==> src/rtl/fir_output_conditioner.sv <==
// FIR output conditioner: decimate, round, scale and saturate the filter output,
// then buffer results in a small FIFO behind a valid/ready handshake.
module fir_output_conditioner #(
    parameter int IN_W       = 32,
    parameter int OUT_W      = 16,
    parameter int SHIFT      = 14,
    parameter int DECIM      = 4,
    parameter int FIFO_DEPTH = 4
) (
    input  logic             clk,
    input  logic             reset,
    input  logic [IN_W-1:0]  in_sample,
    input  logic             in_valid,
    output logic [OUT_W-1:0] out_data,
    output logic             out_valid,
    input  logic             out_ready,
    input  logic             clear_stats,
    output logic [15:0]      sat_count,
    output logic             overflow
);

    localparam int CW = (DECIM > 1) ? $clog2(DECIM) : 1;
    localparam int AW = (FIFO_DEPTH > 1) ? $clog2(FIFO_DEPTH) : 1;
    localparam logic [CW-1:0] CMAX = CW'(DECIM - 1);

    localparam logic signed [IN_W:0] HALF = (IN_W+1)'(1) << (SHIFT - 1);
    localparam logic signed [IN_W:0] QMAX = (IN_W+1)'((64'(1) << (OUT_W - 1)) - 64'(1));
    localparam logic signed [IN_W:0] QMIN = ~QMAX;

    localparam logic [OUT_W-1:0] OMAX = {1'b0, {(OUT_W-1){1'b1}}};
    localparam logic [OUT_W-1:0] OMIN = {1'b1, {(OUT_W-1){1'b0}}};

    logic [CW-1:0]    dec_cnt;
    logic             keep;

    logic             s1_valid;
    logic [IN_W-1:0]  s1_data;

    logic signed [IN_W:0] rnd;
    logic signed [IN_W:0] q;
    logic [OUT_W-1:0] sat_val;
    logic             sat;

    logic             s2_valid;
    logic [OUT_W-1:0] s2_data;
    logic             s2_sat;

    logic [OUT_W-1:0] mem [FIFO_DEPTH];
    logic [AW:0]      wr_ptr;
    logic [AW:0]      rd_ptr;
    logic [OUT_W-1:0] last_data;
    logic             empty;
    logic             full;
    logic             pop;
    logic             push;
    logic             drop;

    assign keep = in_valid && (dec_cnt == '0);

    always_ff @(posedge clk or posedge reset) begin
        if (reset) begin
            dec_cnt <= '0;
        end else if (in_valid) begin
            dec_cnt <= (dec_cnt == CMAX) ? '0 : dec_cnt + 1'b1;
        end
    end

    always_ff @(posedge clk or posedge reset) begin
        if (reset) begin
            s1_valid <= 1'b0;
            s1_data  <= '0;
        end else begin
            s1_valid <= keep;
            if (keep) begin
                s1_data <= in_sample;
            end
        end
    end

    // One guard bit keeps the rounding add from wrapping at full scale.
    always_comb begin
        rnd     = $signed({s1_data[IN_W-1], s1_data}) + HALF;
        q       = rnd >>> SHIFT;
        sat     = 1'b0;
        sat_val = q[OUT_W-1:0];
        if (q > QMAX) begin
            sat     = 1'b1;
            sat_val = OMAX;
        end else if (q < QMIN) begin
            sat     = 1'b1;
            sat_val = OMIN;
        end
    end

    always_ff @(posedge clk or posedge reset) begin
        if (reset) begin
            s2_valid <= 1'b0;
            s2_data  <= '0;
            s2_sat   <= 1'b0;
        end else begin
            s2_valid <= s1_valid;
            if (s1_valid) begin
                s2_data <= sat_val;
                s2_sat  <= sat;
            end
        end
    end

    assign empty = (wr_ptr == rd_ptr);
    assign full  = (wr_ptr[AW] != rd_ptr[AW]) &&
                   (wr_ptr[AW-1:0] == rd_ptr[AW-1:0]);

    assign out_valid = !empty;
    assign pop       = out_valid && out_ready;
    assign push      = s2_valid && (!full || pop);
    assign drop      = s2_valid && full && !pop;

    // Empty FIFO shows the last delivered sample rather than a stale slot.
    assign out_data = empty ? last_data : mem[rd_ptr[AW-1:0]];

    always_ff @(posedge clk) begin
        if (push) begin
            mem[wr_ptr[AW-1:0]] <= s2_data;
        end
    end

    always_ff @(posedge clk or posedge reset) begin
        if (reset) begin
            wr_ptr    <= '0;
            rd_ptr    <= '0;
            last_data <= '0;
        end else begin
            if (push) begin
                wr_ptr <= wr_ptr + 1'b1;
            end
            if (pop) begin
                rd_ptr    <= rd_ptr + 1'b1;
                last_data <= mem[rd_ptr[AW-1:0]];
            end
        end
    end

    always_ff @(posedge clk or posedge reset) begin
        if (reset) begin
            sat_count <= '0;
            overflow  <= 1'b0;
        end else if (clear_stats) begin
            sat_count <= '0;
            overflow  <= 1'b0;
        end else begin
            if (s2_valid && s2_sat && (sat_count != 16'hFFFF)) begin
                sat_count <= sat_count + 16'd1;
            end
            if (drop) begin
                overflow <= 1'b1;
            end
        end
    end

endmodule

==> config.mk <==
export PLATFORM = sky130hd
export DESIGN_NAME = fir_output_conditioner
export DESIGN_NICKNAME = d
export VERILOG_FILES = /design/src/rtl/fir_output_conditioner.sv
export SDC_FILE = /design/constraint.sdc
export NUM_CORES = 1
export LEC_CHECK = 0
export ABC_AREA = 1
export ABC_CLOCK_PERIOD_IN_PS = 3110
export CORE_MARGIN = 2
export CORE_UTILIZATION = 45
export DETAILED_ROUTE_END_ITERATION = 7
export GPL_TIMING_DRIVEN = 0
export PLACE_DENSITY = 0.76
export SLEW_MARGIN = 10
export SYNTH_ARGS = -nofsm -noshare
export SYNTH_HDL_FRONTEND = slang
export SYNTH_SLANG_ARGS = --single-unit
==> constraint.sdc <==
create_clock -name clk -period 3.11 [get_ports clk]
set_input_delay 0.4665 -clock clk [delete_from_list [all_inputs] [get_ports clk]]
set_output_delay 0.4665 -clock clk [all_outputs]
set_load 0.02 [all_outputs]
# Word level (Yosys, flattened, before mapping)
# Memory sizes are Yosys's and may differ from the RTL's.
# Cells that the tools add are included.
# W data, S select, Z words.
[classes] n_mul=0 muxes=12 bitwise_logic=0 shift=0 reduce_logical=15 add_sub_neg=5 n_eq_ne=5 magnitude_cmp=2 div_mod_pow=0
[ops] cell="$mux W16" count=5
[ops] cell="$add A32 B15 Y33 const B" count=1
[ops] cell="$gt A19 B16 Y1 const B" count=1
[ops] cell="$lt A19 B16 Y1 const B" count=1
[ops] cell="$add A16 B1 Y16 const B" count=1
[ops] cell="$ne A16 B16 Y1 const B" count=1
[ops] cell="$logic_and A1 B1 Y1" count=8
[ops] cell="$add A3 B1 Y3 const B" count=2
[ops] cell="$mux W1" count=6
[ops] cell="$reduce_bool A2 Y1" count=2
[ops] cell="$eq A3 B3 Y1" count=1
[ops] cell="$logic_not A1 Y1" count=3
[ops] cell="$add A2 B1 Y2 const B" count=1
[ops] cell="$eq A2 B2 Y1" count=1
[ops] cell="$eq A2 B2 Y1 const B" count=1
[ops] cell="$logic_not A2 Y1" count=1
[ops] cell="$mux W2" count=1
[ops] cell="$logic_or A1 B1 Y1" count=1
[ops] cell="$ne A1 B1 Y1" count=1
[word_totals] regBits=92 mem_count=1 latchBits=0 inputBits=37 mem_bits_rw=64 out_inout_bits=34 mem_bits_ro=0
[memory_table] memory="mem" depth=4 word_bits=16 rd=1 rd_ports_with_merged_regs=0 wr=1 line_no="48" rtl="logic [OUT_W-1:0] mem [FIFO_DEPTH];"

# Logic depth before layout (Yosys ltp)
[depth] depth_word=7 mapped_depth=14 ltp_nobuf=13

# Worst setup path after synthesis
# No wires, ideal clock.
[synth_timing] path_type="register to output" from="register rd_ptr[0]" to="output port out_data[10]" setup_slack_ns=0.901 path_stages_with_launch=6 t_required_ns=2.643 arrival_ns=1.742 cell_sequence="dfrtp_1 > buf_2 > xnor2_1 > nand3_1 > clkbuf_1 > o21ai_0"
[synth_between] elab_chain_len=2 word_cells_on_any_way=3
[synth_rtl] element="start, declared" line_no="50" rtl="logic [AW:0] rd_ptr;"
[synth_rtl] element="start signal, assigned" line_no="137" rtl="rd_ptr <= rd_ptr + 1'b1;"
[synth_rtl] element="$mem_v2 Z4 W16 or $eq A3 B3 Y1 (tied branches)"
[synth_rtl] element="$mux W16 *" line_no="119" rtl="assign out_data = empty ? last_data : mem[rd_ptr[AW-1:0]];"
[synth_rtl] element="end, declared" line_no="14" rtl="output logic [OUT_W-1:0] out_data,"
# Mark *: on every way between the ends. The rest lies on a longest branch, timed or not.

# Final worst setup path
[layout_timing] from="register rd_ptr[1]" to="output port out_data[2]"
# The elaborated chain is that of the path after synthesis.

==> impl_metrics.csv <==
group,metric,value,unit
finish,mostFrequentLayoutCell,"nand2_1",
detailed_routing,postRouteWirelength,13.6,mm
clock_tree,clk_latency,420,ps
floorplanning,start_util,45.5,%
worst_setup_path,cp-start-kind,"register",
worst_setup_path,slowest_stage,"clkdlybuf4s50_1",
pwr,leakagePower,3.43,nW
logic_synthesis,netlist-cell-type-count,34,
sta,period_needed,3000,ps
worst_setup_path,critPathKind,"reg -> out",
logic_synthesis,ys_seq_elements,143,
detailed_routing,postRouteAntennaNets,0,
worst_setup_path,crit_path_cell_trace,"buf_2 -> inv_1 -> clkbuf_4 -> o21ai_0 -> o22ai_2 -> nand2_1 -> o21ai_0 -> clkdlybuf4s50_1",
grt,grt_overflow,0,
worst_setup_path,worstPathArrival,2540,ps
finish,drive_gt1_share,13.0,%
worst_setup_path,cp_common_cell,"o21ai_0",
place,hpwl,9.06,mm
worst_setup_path,critPathTopFamily,"buffers and inverters",
logic_synthesis,syn_avg_cell_area,9.66,sq um
logic_synthesis,synthCells,677,
worst_setup_path,r2r_start,"rd_ptr[1]",
floorplanning,die_w,125,um
sta,post-route-period-util,96.5,%
pwr,ir_drop,0.483,mV
logic_synthesis,syn_area,0.00654,sq mm
clock_tree,cts.htree.levels,4,
sta,finClkSkew,8.43,ps
grt,grt_pass1_vias,4562,
floorplanning,die_h,125,um
worst_setup_path,crit_required,2640,ps
place,gp_congestion,0.871,
floorplanning,ios,71,
clock_tree,post-cts-setup-buffers,0,
logic_synthesis,ys.warnings.count,0,
floorplanning,dieArea,0.0155,sq mm
finish,fin_nets,801,
floorplanning,rows,44,
sta,worst_pin_slew,924,ps
clock_tree,cts_buffer_depth,2,
detailed_routing,vias,4818,
grt,grt_start_max_net_pins,64,
worst_setup_path,critPathCaptureType,"output port",
sta,fmax,333,MHz
place,placed_cells,920,
status,status,"finished, final reports clean",
finish,syn2layout_area_growth,23.7,%
worst_setup_path,worst_r2r_endpoint,"mem[2][5]",
grt,grt_first_pass_wirelength,22.4,mm
sta,fin_ws,108,ps
clock_tree,path_clk_slew,60,ps
grt,antenna_found_initial,0,
clock_tree,root_buffer,"clkbuf_16",
sta,drv_slew,0,
logic_synthesis,yosys_most_used_dff,"dfrtp_1",
hold_path,min_path_type,"in -> async",
detailed_routing,firstDrtPassIters,5,
clock_tree,clock-sinks,143,
worst_setup_path,critPathMaxStageDelay,620,ps
flow_run,maxCapViolations,0,
logic_synthesis,synth_edf_count,64,
detailed_routing,routedWlPerCell,14.3,um
sta,hold_viol_final,0,
detailed_routing,drc,0,
logic_synthesis,synth_fp_nets,723,
pwr,p_per_area,1000,mW/mm^2
clock_tree,cts_made_buffers,17,
clock_tree,cts_tree,"yes",
worst_setup_path,cp_num_buf_inv,4,
worst_setup_path,cp_max_fo,10,
finish,final_cells,952,
finish,antenna_cells,0,
place,pre_cts_slack,232,ps
logic_synthesis,synth_seq_area_share,59.6,%
grt,track_usage,18.1,%
place,io_buffer_count,56,
detailed_routing,vias_per_cell,5.06,
detailed_routing,drtIter0Drc,367,
logic_synthesis,ys_async_sr_fraction,55.2,%
floorplanning,coreArea,0.0144,sq mm
sta,max-slew-margin-rel,38.4,%
worst_setup_path,worstRegToRegCells,5,
worst_setup_path,r2r_setup_slack,890,ps
finish,layout_common_cells,"nand2_1 (151), o21ai_0 (89), dfrtp_1 (79)",
sta,finalSetupViolations,0,
sta,hold_ws,320,ps
==> per-layer routing <==
metal | part of all wire (%) | global-route usage (%) | routed length [um] | vias to the layer above
li1 | - | - | - | 2412
met3 | 5.1 | 3.74 | 699 | 31
met5 | 0 | 0 | 0 | -
met1 | 46 | 24.6 | 6270 | 2211
met2 | 46 | 27.4 | 6320 | 164
met4 | 2.3 | 9.52 | 314 | 0
==> power breakdown <==
part	leakage, nW	switching, mW	internal, mW	total (mW)
Combinational	1.61	1.94	1.18	3.13
Clock	0.267	0.786	1.17	1.96
Sequential	1.55	0.406	2.60	3.01
==> synth_stat cells, types with 4 or more instances <==
master	n	share of area, %
ha_1	9	1.7
dfrtp_1	79	30
nor3_1	10	0.77
a21oi_1	9	0.69
nand4_1	6	0.57
o31ai_1	4	0.46
xor2_1	18	2.4
inv_2	4	0.23
nand3_1	19	1.5
nor2_2	5	0.48
nor2_1	64	3.7
inv_1	60	3.4
o22ai_1	16	1.5
edfxtp_1	64	29
o21ai_0	90	6.9
o21ai_2	10	1.3
buf_2	5	0.38
nand2_2	8	0.77
clkbuf_1	16	0.92
xnor2_1	7	0.94
nand2_4	4	0.69
nand2_1	151	8.7
==> area by class of cell <==
| type | instances | area (sq um) |
|---|---|---|
| fillers | 1229 | 6280 |
| flip-flops and latches | 143 | 3900 |
| multi-input cells | 444 | 2350 |
| repair buffers | 59 | 653 |
| clock buffers | 18 | 429 |
| inverters | 64 | 243 |
| well taps | 184 | 230 |
| clock inverters | 14 | 143 |
| plain buffers | 26 | 141 |
==> logic make-up (layout without fill, tap and decap cells) <==
kind of cell               after synthesis  after routing  synth area share, %
AOI/OAI and AO/OA                      136            136                 11.7
adders and majority gates                9              9                 1.72
buffers and inverters                   90            181                 5.49
and+or+nand+nor                        274            274                 18.1
xor gates and xnor gates                25             25                 3.35
DFF                                    143            143                 59.6
==> stage by stage <==
| step | area [sq um] | power, mW | utilization, % | TNS, ps |
|---|---|---|---|---|
| 3_3_place_gp | 7330 | 5.97 | 51.0 | -54770 |
| 3_5_place_dp | 7400 | 6.07 | 51.5 | 0 |
| 4_1_cts | 7990 | 8.07 | 55.6 | 0 |
| 6_report | 8090 | 8.10 | 56.3 | 0 |
| 5_1_grt | 8090 | 8.63 | 56.3 | -24.0 |
| 2_1_floorplan | 6540 | 4.91 | - | 0 |
==> sequential cells by signal, indices dropped and copies added (netlist names) <==
name and count:
s2_data 16, mem 64, overflow 1, s2_sat 1, s1_valid 1, sat_count 16
s1_data 19, dec_cnt 2, last_data 16, wr_ptr 3, s2_valid 1, rd_ptr 3
==> worst register-to-register path, delay by kind of cell (launching register included) <==
kind / cells / cell delay, ps
flops: 1 / 390
buf+inv: 1 / 200
xor+xnor: 1 / 190
simple gates: 3 / 1060
==> worst max-delay path by stage <==
stage	cells past startpoint	from	slack, ps	to
floorplan	1	reset	620	dec_cnt[0]
global placement	2	reset	-700	last_data[4]
detailed placement	8	rd_ptr[1]	230	out_data[8]
CTS	8	rd_ptr[0]	2	out_data[12]
global route	8	rd_ptr[1]	-20	out_data[2]
finish	8	rd_ptr[1]	110	out_data[2]
==> timing repair <==
action / in CTS / in global routing
hold buffers: 0 / 0
setup endpoints to repair: 16 / 16
gates resized for setup: 10 / 33
(Power assumes the default switching activity.)
